$ cat config.mk
export PLATFORM = sky130hd
export DESIGN_NAME = dm_port_arbiter
export DESIGN_NICKNAME = d
export VERILOG_FILES = /design/src/rtl/dm_port_arbiter.sv
export SDC_FILE = /design/constraint.sdc
export NUM_CORES = 1
export LEC_CHECK = 0
export CAP_MARGIN = 20
export CORE_AREA = 2 2 123 125
export DETAILED_ROUTE_END_ITERATION = 8
export DIE_AREA = 0 0 125 127
export GPL_TIMING_DRIVEN = 0
export PLACE_DENSITY = 0.71
export SLEW_MARGIN = 5
export SYNTH_ARGS = -nofsm -noshare
export SYNTH_HDL_FRONTEND = slang
export SYNTH_SLANG_ARGS = --single-unit
$ cat constraint.sdc
create_clock -name clk -period 5 [get_ports clk]
set_input_delay 1 -clock clk [delete_from_list [all_inputs] [get_ports clk]]
set_output_delay 1 -clock clk [all_outputs]
set_load 0.1 [all_outputs]
$ cat src/rtl/dm_port_arbiter.sv
// Two-port round-robin arbiter and access sequencer for the data memory.
// Latches one request, issues it for a cycle, waits out read latency, then acks.
module dm_port_arbiter #(
  parameter int LAT = 1
) (
  input  logic        clk,
  input  logic        rst,
  input  logic        p0_req,
  input  logic        p0_we,
  input  logic [1:0]  p0_size,
  input  logic        p0_uns,
  input  logic [31:0] p0_addr,
  input  logic [31:0] p0_wd,
  output logic        p0_ack,
  output logic        p0_err,
  output logic [31:0] p0_rdata,
  input  logic        p1_req,
  input  logic        p1_we,
  input  logic [1:0]  p1_size,
  input  logic        p1_uns,
  input  logic [31:0] p1_addr,
  input  logic [31:0] p1_wd,
  output logic        p1_ack,
  output logic        p1_err,
  output logic [31:0] p1_rdata,
  output logic        dm_we,
  output logic [31:0] dm_addr,
  output logic [31:0] dm_wd,
  output logic [3:0]  dm_bes,
  output logic [6:0]  dm_bel,
  input  logic [31:0] dm_rdata,
  output logic        busy
);
  typedef enum logic [1:0] {S_IDLE, S_ISSUE, S_WAIT, S_ACK} state_e;

  state_e      state_q, state_d;
  logic        last_q, last_d, id_q, id_d, we_q, we_d, uns_q, uns_d, err_q, err_d;
  logic [1:0]  size_q, size_d;
  logic [31:0] addr_q, addr_d, wd_q, wd_d;

  logic        gnt, g_we, g_uns;
  logic [1:0]  g_size;
  logic [31:0] g_addr, g_wd, rd_out;
  logic [3:0]  lanes;
  logic [2:0]  ld_code;

  function automatic logic illegal(input logic [1:0] size, input logic [1:0] a);
    return (size == 2'b11) || (size == 2'b01 && a[0]) || (size == 2'b10 && a != 2'b00);
  endfunction

  // On a tie the port that did not win last time gets the grant.
  assign gnt    = p1_req & (~p0_req | ~last_q);
  assign g_we   = gnt ? p1_we   : p0_we;
  assign g_size = gnt ? p1_size : p0_size;
  assign g_uns  = gnt ? p1_uns  : p0_uns;
  assign g_addr = gnt ? p1_addr : p0_addr;
  assign g_wd   = gnt ? p1_wd   : p0_wd;

  always_comb begin
    lanes   = 4'b0001 << addr_q[1:0];
    ld_code = 3'b000;
    unique case (size_q)
      2'b10:   lanes = 4'b1111;
      2'b01: begin
        lanes   = addr_q[1] ? 4'b1100 : 4'b0011;
        ld_code = uns_q ? 3'b010 : 3'b001;
      end
      default: ld_code = uns_q ? 3'b100 : 3'b011;
    endcase
  end

  assign rd_out  = (!err_q && !we_q) ? dm_rdata : '0;
  assign dm_addr = addr_q;
  assign dm_wd   = wd_q;
  assign busy    = (state_q != S_IDLE);

  always_comb begin
    state_d  = state_q;
    last_d   = last_q;
    id_d     = id_q;
    we_d     = we_q;
    size_d   = size_q;
    uns_d    = uns_q;
    addr_d   = addr_q;
    wd_d     = wd_q;
    err_d    = err_q;
    dm_we    = 1'b0;
    dm_bes   = 4'b0000;
    dm_bel   = 7'b0;
    p0_ack   = 1'b0;
    p0_err   = 1'b0;
    p0_rdata = '0;
    p1_ack   = 1'b0;
    p1_err   = 1'b0;
    p1_rdata = '0;
    unique case (state_q)
      S_IDLE: if (p0_req || p1_req) begin
        last_d  = gnt;
        id_d    = gnt;
        we_d    = g_we;
        size_d  = g_size;
        uns_d   = g_uns;
        addr_d  = g_addr;
        wd_d    = g_wd;
        err_d   = illegal(g_size, g_addr[1:0]);
        state_d = err_d ? S_ACK : S_ISSUE;
      end
      S_ISSUE: begin
        if (we_q) begin
          dm_we   = 1'b1;
          dm_bes  = lanes;
          state_d = S_ACK;
        end else begin
          dm_bel  = {ld_code, lanes};
          state_d = (LAT == 1) ? S_ACK : S_WAIT;
        end
      end
      S_WAIT: begin
        dm_bel  = {ld_code, lanes};
        state_d = S_ACK;
      end
      S_ACK: begin
        p0_ack   = ~id_q;
        p0_err   = ~id_q & err_q;
        p0_rdata = id_q ? '0 : rd_out;
        p1_ack   = id_q;
        p1_err   = id_q & err_q;
        p1_rdata = id_q ? rd_out : '0;
        state_d  = S_IDLE;
      end
      default: state_d = S_IDLE;
    endcase
  end

  always_ff @(posedge clk) begin
    if (rst) begin
      state_q <= S_IDLE;
      last_q  <= 1'b1;
      id_q    <= 1'b0;
      we_q    <= 1'b0;
      size_q  <= 2'b00;
      uns_q   <= 1'b0;
      addr_q  <= '0;
      wd_q    <= '0;
      err_q   <= 1'b0;
    end else begin
      state_q <= state_d;
      last_q  <= last_d;
      id_q    <= id_d;
      we_q    <= we_d;
      size_q  <= size_d;
      uns_q   <= uns_d;
      addr_q  <= addr_d;
      wd_q    <= wd_d;
      err_q   <= err_d;
    end
  end
endmodule

Yosys cells after proc, flatten, opt, wreduce, memory -nomap -nowiden
Index checks and enable logic that the tools add are counted.
Widths: inputs -> output; s select.
{ "word_totals": {"inputBits": 172, "reg_bits": 73, "output_inout_bits": 145, "elab_cells": 67} }
{ "op_classes": {"n_bitwise": 7, "n_shift": 1, "muxes": 28, "n_reduce_logical": 13, "n_eq_ne": 9} }
{ "op_table": {"columns": ["op", "count"], "rows": [
  ["$mux 32", 7],
  ["$pmux 7 s2", 1],
  ["$mux 4", 3],
  ["$eq 2x2->1 const B", 5],
  ["$mux 1", 8],
  ["$mux 2", 4],
  ["$pmux 4 s2", 1],
  ["$mux 7", 1],
  ["$eq 2x1->1 const B", 3],
  ["$pmux 2 s3", 1],
  ["$pmux 3 s2", 1],
  ["$reduce_bool 2->1", 2],
  ["$shl 1x2->4 const A", 1],
  ["$and 1x1->1", 3],
  ["$logic_and 1x1->1", 3],
  ["$logic_or 1x1->1", 3],
  ["$mux 3", 1],
  ["$not 1->1", 3],
  ["$logic_not 1->1", 2],
  ["$logic_not 2->1", 1],
  ["$ne 2x2->1 const B", 1],
  ["$reduce_and 2->1", 1],
  ["$reduce_or 2->1", 1],
  ["$or 1x1->1", 1]
]} }

Depth between registers and ports, before layout
Gate-level depths: netlist of the first run.
{ "depth": {"ltp_word": 11, "mapped_depth": 7, "ltp_nobuf": 6} }

Worst setup path before layout of the first run
No wires, ideal clock.
{ "synth_path": {"kind": "register -> output", "startpoint": "reg state_q[0]", "endpoint": "out dm_bel[4]", "setup_slack_ps": 1005, "t_required_ps": 4000, "n_path_buf": 0, "t_arrival_ps": 2995, "path_stages_with_launch": 5, "cell_sequence": "dfxtp_1 inv_1 ha_1 o21ai_1 nor3_1"} }
{ "synth_between": {"elab_chain_len": 2, "elab_cells_between_ends": 3, "cone_classes": "2 x eq/ne; 1 x mux"} }
{ "synth_rtl": {"columns": ["item", "line_no", "rtl"], "rows": [
  ["start, declared", "36", "state_e state_q, state_d;"],
  ["start signal, assigned", "147", "state_q <= state_d;"],
  ["$eq 2x2->1 or $eq 2x1->1 (tied branches)", "96", "unique case (state_q)"],
  ["$pmux 7 s2 *", "96", null],
  ["end, declared", "30", "output logic [6:0] dm_bel,"]
]} }
Every way passes the cells marked *; elsewhere a longest branch is shown, timed or not.

Worst setup path after layout of the first run
{ "layout_path": {"startpoint": "reg state_q[0]", "endpoint": "out p0_rdata[7]"} }
{ "layout_between": {"elab_chain_len": 2} }
{ "layout_rtl": {"columns": ["item", "line_no", "rtl"], "rows": [
  ["$eq 2x2->1", "96", null],
  ["$mux 32", "96", null],
  ["end, declared", "16", "output logic [31:0] p0_rdata,"]
]} }
No other way between the ends.

==> results of run 1 <==
==> final timing paths <==
kind	start	endpoint	slack [ns]	cells after the start
setup / recovery	state_q[0]	p0_rdata[7]	0.69	6
hold / removal	dm_wd[19]	dm_wd[19]	0.50	2
setup reg to reg	state_q[0]	dm_addr[9]	2.95	7
hold reg to reg	dm_wd[19]	dm_wd[19]	0.50	2
==> power breakdown <==
part	leakage [nW]	total, mW	internal [mW]	switching (mW)
combinational	2.24	1.64	0.482	1.15
clock	0.144	0.632	0.399	0.233
sequential	0.605	0.733	0.676	0.0570
total	2.99	3.00	1.56	1.44
==> through the flow <==
step,hold WS (ns),instances,cell area [um^2]
6_report,0.504,968,7970
5_1_grt,0.532,968,7970
4_1_cts,0.505,968,7970
3_5_place_dp,0.496,952,7680
3_3_place_gp,0.487,952,7680
2_1_floorplan,0.465,453,4300
==> placed cells by master, fill, tap and decap left out, types with 2 or more instances in the layout <==
cell type	synthesis	layout
a211oi_1	19	19
a211oi_2	51	51
a21oi_1	7	7
and2_1	66	66
buf_1	3	3
buf_12	6	6
buf_2	10	10
buf_8	2	2
clkbuf_1	11	14
clkbuf_16	0	9
clkbuf_2	3	3
clkdlybuf4s50_1	0	315
clkinv_2	0	2
dfxtp_1	73	73
ha_1	8	8
inv_1	10	10
mux2i_1	67	67
nand2_1	5	5
nor2_1	87	87
nor2b_1	2	2
nor3_1	3	3
nor3b_1	2	2
o21ai_0	3	3
==> registers in the layout, indices dropped and copies added (netlist names) <==
name     flops
uns_q        1
dm_addr     32
dm_wd       32
err_q        1
size_q       2
last_q       1
id_q         1
we_q         1
state_q      2
==> tightest hold or removal path, cell delays in order, from the launching register on <==
cell and delay [ns]:
dfxtp_1 0.31, nor2_1 0.10, a211oi_1 0.05
==> cells by family after synthesis <==
group / Yosys count / synth area share, %
flip-flops: 73 / 34.0
AO/OA/AOI/OAI: 87 / 20.7
multiplexers: 68 / 15.9
AND/OR/NAND/NOR: 171 / 19.8
buffers and inverters: 46 / 7.28
adder cells (fa/ha/maj): 8 / 2.33
==> final cells by class <==
type                    count  area, um^2  share of cell area [%]
repair buffers            315        3150                    39.6
multi-input cells         334        2520                    31.6
flip-flops and latches     73        1460                    18.3
plain buffers              36         275                    3.45
clock buffers              13         250                    3.14
well taps                 184         230                    2.89
clock inverters             3        40.0                   0.502
inverters                  10        37.5                   0.471
==> metal layers <==
layer	vias to the layer above	share of wire, %
li1	2225	-
met1	2066	38
met2	193	53
met3	20	6.9
met4	2	2.4
met5	-	0.079
==> flow_metrics.env, run 1 <==
export IMPL_synth_seq_cells=73
export IMPL_crit_arrival_ns=3.31
export IMPL_nets=959
export IMPL_setup_viol=0
export IMPL_powerDensity_mw_per_mm2=377
export IMPL_grt_overflow_total=0
export IMPL_synth_commonest_cells="nor2_1 (87), dfxtp_1 (73), mux2i_1 (67)"
export IMPL_port_buffers=315
export IMPL_ctsResizeCount=0
export IMPL_start_kind="register"
export IMPL_met1_usage_pct=20.6
export IMPL_grt_pass1_vias=4776
export IMPL_cts_sinks=73
export IMPL_synth_net_count=633
export IMPL_synth_edf_count=0
export IMPL_gp_congestion=0.874
export IMPL_coreArea_mm2=0.0144
export IMPL_slew_violations=0
export IMPL_drt_first_pass_iters=6
export IMPL_clockBufferDepth=2
export IMPL_max_stage_delay_ns=1.16
export IMPL_fin_tns_setup_ns=0
export IMPL_insertion_delay_ns=0.32
export IMPL_path_cells="ha_1, nor2b_2, nor3b_1, clkbuf_2, and2_1, clkdlybuf4s50_1"
export IMPL_rows=44
export IMPL_crit_slowest_cell="clkdlybuf4s50_1"
export IMPL_grt_start_max_net_pins=12
export IMPL_track_usage_pct=19.7
export IMPL_grt_pass1_wl_mm=25.0
export IMPL_wl_per_cell_um=16.9
export IMPL_ctsHoldBuffers=0
export IMPL_dieArea_mm2=0.0159
export IMPL_synthFlopType="dfxtp_1"
export IMPL_relSlewSlack_pct=26.9
export IMPL_netlist_top_cells_area="dfxtp_1 (34%), mux2i_1 (16%), a211oi_2 (15%)"
export IMPL_synth_area_leader_cell="dfxtp_1"
export IMPL_n_antenna_cell=0
export IMPL_use_met3_pct=5.44
export IMPL_antenna_found_initial=1
export IMPL_synth_distinct_cells=35
export IMPL_p_leak_nw=2.99
export IMPL_io_pins=317
export IMPL_maxCapViolCount=0
export IMPL_drt_wl_total_mm=16.4
export IMPL_fin_crit_sh_pct=86.1
export IMPL_worstPathMaxFanout=10
export IMPL_drive_above_1_share_pct=11.9
export IMPL_clkTransAtPathRegs_ns=0.05
export IMPL_layout_min_cycle_time_ns=4.31
export IMPL_cp_top_family="buffers and inverters"
export IMPL_cts_post_setup_buffers_inserted=0
export IMPL_fmax_mhz=232
export IMPL_drtIter0Drc=72
export IMPL_via_per_inst=4.65
export IMPL_hold_violations=0
export IMPL_required_ns=4.00
export IMPL_yosys_warnings=0
export IMPL_busiest_layer="met2"
export IMPL_clock_root_buffer="clkbuf_16"
export IMPL_chipWidth_um=125
export IMPL_post_route_util_pct=55.2
export IMPL_vdd_drop_max_uv=205
export IMPL_postSynth_asyncResetShare_pct=0
export IMPL_worst_slack_ns=0.693
export IMPL_tightest_slew_ns=1.09
export IMPL_outcome="complete, no violations"
export IMPL_areaGrowthSynthToFinish_pct=85.5
export IMPL_syn_area_mm2=0.00430
export IMPL_use_met2_pct=38.1
export IMPL_nFillCells=1327
export IMPL_htreeDepth=3
export IMPL_synth_seq_area_share_pct=34.0
export IMPL_numCtsBuffers=9
export IMPL_cts_tree="built"
export IMPL_netlist_instances=453
export IMPL_die_y_um=127
export IMPL_postSynthAreaPerCell_um2=9.48
export IMPL_rsz0062_at_grt="no"
export IMPL_synth_top_area_share_pct=34.0
export IMPL_yosysMostFrequentCell="nor2_1"
export IMPL_ant_nets=0
export IMPL_end_kind="output pin"
export IMPL_path_class="reg2out"
export IMPL_skew_ns=0.00278
export IMPL_finalPower_mw=3.00
export IMPL_start_util_pct=29.8
export IMPL_dp_slack_ns=0.978
export IMPL_dpl_hpwl_mm=13.6
export IMPL_drc_errors=0
export IMPL_vias=4506
export IMPL_path_buf_inv=2
export IMPL_hold_path_class="reg2reg"
Note: power is estimated with default switching activity, not from simulation.
==> run 2: changes to the inputs <==
--- a/config.mk
+++ b/config.mk
@@ -9,7 +9,6 @@
 export CORE_AREA = 2 2 123 125
 export DETAILED_ROUTE_END_ITERATION = 8
 export DIE_AREA = 0 0 125 127
-export GPL_TIMING_DRIVEN = 0
 export PLACE_DENSITY = 0.71
 export SLEW_MARGIN = 5
 export SYNTH_ARGS = -nofsm -noshare
==> run 2 against run 1 <==
  * Register-to-register slack about the same
  * Worst setup slack better by 0.46 ns
  * Worst hold slack worse by 0.0092 ns
  * Critical endpoint is now p0_rdata[26]
  * Sequential power about the same
  * Clock skew up 0.0018 ns
  * Non-clock buffer count down 30
  * Critical path type unchanged
  * Sequential share of layout area up 0.75 points
  * Count of clock-buffer cells in the layout down 3
  * Total power down 3.3%
  * Via count down 3.6%
==> flow_metrics.env, run 2 (synthesized netlist as in run 1, its figures left out) <==
export IMPL_start_kind="register"
export IMPL_hold_slack_ns=0.495
export IMPL_grt_pass1_vias=4231
export IMPL_rsz0062_at_grt="no"
export IMPL_wl_per_cell_um=15.9
export IMPL_drt_wl_total_mm=14.9
export IMPL_gp_congestion=0.877
export IMPL_grt_start_max_net_pins=136
export IMPL_port_buffers=316
export IMPL_clockBufferDepth=2
export IMPL_dieArea_mm2=0.0159
export IMPL_switching_share_pct=49.0
export IMPL_coreArea_mm2=0.0144
export IMPL_io_pins=317
export IMPL_grt_overflow_total=0
export IMPL_areaGrowthSynthToFinish_pct=78.3
export IMPL_relSlewSlack_pct=27.3
export IMPL_pwr_share_clk_pct=20.1
export IMPL_tightest_slew_ns=1.09
export IMPL_internal_power_mw=1.48
export IMPL_slew_violations=0
export IMPL_start_util_pct=29.8
export IMPL_crit_arrival_ns=2.84
export IMPL_hold_violations=0
export IMPL_worstPathMaxFanout=32
export IMPL_ant_nets=0
export IMPL_nFillCells=1329
export IMPL_numCtsBuffers=9
export IMPL_grt_pass1_wl_mm=22.6
export IMPL_insertion_delay_ns=0.33
export IMPL_htreeDepth=3
export IMPL_final_common_cell="clkdlybuf4s50_1"
export IMPL_die_y_um=127
export IMPL_via_per_inst=4.63
export IMPL_cts_sinks=73
export IMPL_clkTransAtPathRegs_ns=0.06
export IMPL_chipWidth_um=125
export IMPL_antenna_found_initial=2
export IMPL_comb_power_share_pct=54.6
export IMPL_outcome="complete, no violations"
export IMPL_rows=44
export IMPL_maxCapViolCount=0
export IMPL_vias=4343
export IMPL_powerDensity_mw_per_mm2=379
export IMPL_cts_post_setup_buffers_inserted=0
export IMPL_end_kind="output pin"
export IMPL_cts_tree="built"
export IMPL_drc_errors=0
export IMPL_ctsResizeCount=0
export IMPL_seq_power_share_pct=25.3
export IMPL_nets=929
export IMPL_fmax_mhz=260
export IMPL_vdd_drop_max_uv=211
export IMPL_final_cell_mix="clkdlybuf4s50_1 (279), nor2_1 (87), dfxtp_1 (73)"
export IMPL_dpl_hpwl_mm=11.8
export IMPL_p_leak_nw=2.94
export IMPL_drt_first_pass_iters=4
export IMPL_clock_root_buffer="clkbuf_16"
export IMPL_drive_above_1_share_pct=15.4
export IMPL_setup_viol=0
export IMPL_p_switching_mw=1.42
export IMPL_path_class="reg2out"
export IMPL_skew_ns=0.00457
export IMPL_drtIter0Drc=109
export IMPL_required_ns=4.00
export IMPL_track_usage_pct=17.8
export IMPL_fin_crit_sh_pct=76.8
export IMPL_hold_path_class="reg2reg"
export IMPL_layout_min_cycle_time_ns=3.84
export IMPL_fin_tns_setup_ns=0
export IMPL_ctsHoldBuffers=0
## run 2: cell count changes in the layout (fill, tap and decap cells not counted), moves of 2 or more
cell             delta
buf_8               -2
buf_12              -5
clkinvlp_4          +3
buf_4              +40
clkdlybuf4s50_1    -36
clkbuf_2            -3
buf_1               -3
buf_2              -10
clkbuf_1           -14
## run 2: power by group through the flow
stage	Sequential (mW)	Clock, mW	Combinational (mW)
after floorplan	1.32	0	0.599
after global placement	0.740	0	1.58
after detailed placement	0.746	0	1.59
after CTS	0.735	0.605	1.60
after global routing	0.747	0.628	1.65
final	0.733	0.584	1.59
## run 2: layout make-up
type / instances / area (um^2) / share of cell area, %
Timing Repair Buffer: 321 / 3120 / 40.8
Multi-Input combinational cell: 334 / 2530 / 33.1
Sequential cell: 73 / 1460 / 19.1
Clock buffer: 10 / 239 / 3.12
Tap cell: 184 / 230 / 3.01
Inverter: 10 / 37.5 / 0.490
Clock inverter: 5 / 32.5 / 0.425
Antenna cell: 1 / 2.50 / 0.0327
## run 2: worst max-delay path, stage by stage (launching register included)
cell and delay (ns):
dfxtp_1 0.40, ha_1 0.20, nor2b_2 0.17, nor3b_2 0.17, buf_4 0.27, and2_1 0.17, clkdlybuf4s50_1 1.13
## run 2: metrics by stage
stage	worst slack [ns]	power [mW]	utilization [%]	area, um^2	std cells
3_3_place_gp	1.26	2.32	51.2	7380	922
2_1_floorplan	1.01	1.92	-	4300	453
6_report	1.16	2.90	53.1	7660	938
4_1_cts	1.11	2.94	53.1	7650	937
5_1_grt	0.925	3.03	53.1	7650	937
3_5_place_dp	1.24	2.34	51.2	7380	922
## run 2: path summary, 6_finish.rpt
kind	slack (ns)	endpoint	cells after the start	startpoint
setup / recovery	1.16	p0_rdata[26]	6	state_q[1]
hold / removal	0.49	dm_wd[24]	2	dm_wd[24]
setup reg to reg	2.94	dm_wd[25]	7	state_q[0]
hold reg to reg	0.49	dm_wd[24]	2	dm_wd[24]
## run 2: routing by layer
metal  GRT usage (%)  wire length (um)  up-vias  part of all wire [%]
met1            18.4              5500     1980                    37
li1                -                 -     2162                     -
met5               0                11        -                 0.074
met4            5.75               232        2                   1.6
met2            34.6              8000      183                    54
met3            5.07              1160       16                   7.8
==> run 3: changes to the inputs <==
--- a/config.mk
+++ b/config.mk
@@ -6,10 +6,10 @@
 export NUM_CORES = 1
 export LEC_CHECK = 0
 export CAP_MARGIN = 20
-export CORE_AREA = 2 2 123 125
+export CORE_AREA = 2 2 125 127
 export DETAILED_ROUTE_END_ITERATION = 8
-export DIE_AREA = 0 0 125 127
-export PLACE_DENSITY = 0.71
+export DIE_AREA = 0 0 127 129
+export PLACE_DENSITY = 0.72
 export SLEW_MARGIN = 5
 export SYNTH_ARGS = -nofsm -noshare
 export SYNTH_HDL_FRONTEND = slang
==> constraint.sdc (replaced) <==
create_clock -name clk -period 3.3 [get_ports clk]
set_input_delay 0.66 -clock clk [delete_from_list [all_inputs] [get_ports clk]]
set_output_delay 0.66 -clock clk [all_outputs]
set_load 0.1 [all_outputs]
==> run 3 against run 2 <==
  * Sequential share of layout area is 0.69 points lower
  * Combinational power is 49% higher
  * Core utilization hardly changed
  * Clock skew is 0.0035 ns higher
  * Non-clock buffer count stayed put
  * Count of clock-buffer cells in the layout is 1 lower
  * Critical path type unchanged
  * Largest cell class unchanged
  * Largest power group unchanged
  * Highest routed layer is now met4
==> flow_metrics.env, run 3 (synthesized netlist as in run 1, its figures left out) <==
export IMPL_worstPathMaxFanout=32
export IMPL_path_class="reg2out"
export IMPL_hold_violations=0
export IMPL_path_cells="ha_1, nor2b_4, nor3b_2, buf_4, and2_1, buf_4"
export IMPL_end_kind="output pin"
export IMPL_switching_share_pct=49.1
export IMPL_internal_power_mw=2.27
export IMPL_gp_congestion=0.759
export IMPL_dieArea_mm2=0.0164
export IMPL_io_pins=317
export IMPL_via_per_inst=4.61
export IMPL_vdd_drop_max_uv=340
export IMPL_fmax_mhz=365
export IMPL_coreArea_mm2=0.0150
export IMPL_fin_cells=941
export IMPL_slew_violations=0
export IMPL_drc_errors=0
export IMPL_final_cell_mix="clkdlybuf4s50_1 (170), buf_4 (111), nor2_1 (87)"
export IMPL_pwr_share_clk_pct=21.6
export IMPL_dpl_hpwl_mm=11.8
export IMPL_drive_above_1_share_pct=34.0
export IMPL_powerDensity_mw_per_mm2=560
export IMPL_numCtsBuffers=9
export IMPL_fin_tns_setup_ns=0
export IMPL_path_buf_inv=2
export IMPL_relSlewSlack_pct=29.6
export IMPL_start_kind="register"
export IMPL_seq_power_share_pct=25.1
export IMPL_n_antenna_cell=0
export IMPL_areaGrowthSynthToFinish_pct=84.9
export IMPL_drt_wl_total_mm=15.0
export IMPL_setup_viol=0
export IMPL_cts_tree="built"
export IMPL_ant_nets=0
export IMPL_clockBufferDepth=2
export IMPL_layout_min_cycle_time_ns=2.74
export IMPL_cp_startpoint="state_q[0]"
export IMPL_nets=929
export IMPL_clkTransAtPathRegs_ns=0.06
export IMPL_wl_per_cell_um=15.9
export IMPL_grt_start_max_net_pins=136
export IMPL_post_route_util_pct=53.0
export IMPL_cts_post_setup_buffers_inserted=0
export IMPL_p_leak_nw=3.27
export IMPL_max_stage_delay_ns=0.41
export IMPL_start_util_pct=28.7
export IMPL_chipWidth_um=127
export IMPL_drt_first_pass_iters=4
export IMPL_rows=45
export IMPL_crit_slowest_cell="dfxtp_1"
export IMPL_cts_sinks=73
export IMPL_htreeDepth=3
export IMPL_comb_power_share_pct=53.3
export IMPL_final_common_cell="clkdlybuf4s50_1"
export IMPL_outcome="complete, no violations"
export IMPL_track_usage_pct=17.5
export IMPL_die_y_um=129
export IMPL_grt_pass1_wl_mm=22.5
export IMPL_hold_start="size_q[0]"
export IMPL_hold_path_class="reg2reg"
export IMPL_dpl_cell_count=926
export IMPL_maxCapViolCount=0
export IMPL_ctsHoldBuffers=0
export IMPL_required_ns=2.64
export IMPL_tightest_slew_ns=1.06
export IMPL_port_buffers=316
export IMPL_p_switching_mw=2.18
export IMPL_ctsResizeCount=0
export IMPL_insertion_delay_ns=0.33
export IMPL_rsz0062_at_grt="no"
export IMPL_skew_ns=0.00809
export IMPL_clock_root_buffer="clkbuf_16"
export IMPL_antenna_found_initial=0
export IMPL_cp_top_family="buffers and inverters"
export IMPL_reg2reg_from="state_q[0]"
export IMPL_fin_crit_sh_pct=83.0
export IMPL_drtIter0Drc=105
export IMPL_grt_overflow_total=0
export IMPL_crit_arrival_ns=2.08
export IMPL_grt_pass1_vias=4271
export IMPL_cp_common_cell="buf_4"
export IMPL_vias=4341
[run 3: cell types whose count changed in the layout (fill, tap and decap cells not counted), sizes merged]
cell           before  now
inv                10   11
clkbuf             10    9
diode               1    0
clkdlybuf4s50     279  170
clkinvlp            3    2
bufinv              0    1
buf                42  151
[run 3: final cells by class]
type / count / area (um^2)
Fill cell: 1334 / 7030
Timing Repair Buffer: 321 / 3340
Multi-Input combinational cell: 334 / 2580
Sequential cell: 73 / 1460
Tap cell: 188 / 235
Clock buffer: 9 / 225
Clock inverter: 6 / 67.6
Inverter: 10 / 37.5
[run 3: routing by layer]
metal | vias to the layer above | track usage (%) | share of wire [%]
met5 | - | 0 | 0
met4 | 0 | 4.78 | 1.4
met3 | 16 | 6.20 | 8.9
met2 | 205 | 33.3 | 52
met1 | 1959 | 18.3 | 37
li1 | 2161 | - | -
[run 3: worst register-to-register path, delay by kind of cell, from the launching register on]
family,cells,cell delay [ns]
flip-flops,1,0.35
buffers and inverters,3,0.72
adder cells (fa/ha/maj),1,0.28
AND/OR/NAND/NOR,2,0.31
AO/OA/AOI/OAI,1,0.26
[run 3: worst paths after layout]
check,end,slack [ns],cells past startpoint
max,p0_rdata[16],0.56,6
min,size_q[0],0.50,2
max reg2reg,dm_wd[25],1.28,7
min reg2reg,size_q[0],0.50,2
[run 3: metrics by stage]
stage	power [mW]	worst slack, ns	instance area [um^2]	hold WS [ns]
6_report	4.45	0.561	7940	0.499
5_1_grt	4.65	0.402	7940	0.524
4_1_cts	4.51	0.518	7940	0.504
3_5_place_dp	3.52	0.807	7650	0.492
3_3_place_gp	3.48	0.845	7650	0.490
2_1_floorplan	2.92	0.0861	4340	0.465
[run 3: power by group through the flow]
stage,logic (mW),clock network (mW),registers [mW]
4_1_cts,2.39,0.998,1.12
3_5_place_dp,2.39,0,1.14
3_3_place_gp,2.35,0,1.13
2_1_floorplan,0.911,0,2.01
5_1_grt,2.48,1.03,1.14
6_report,2.37,0.962,1.12
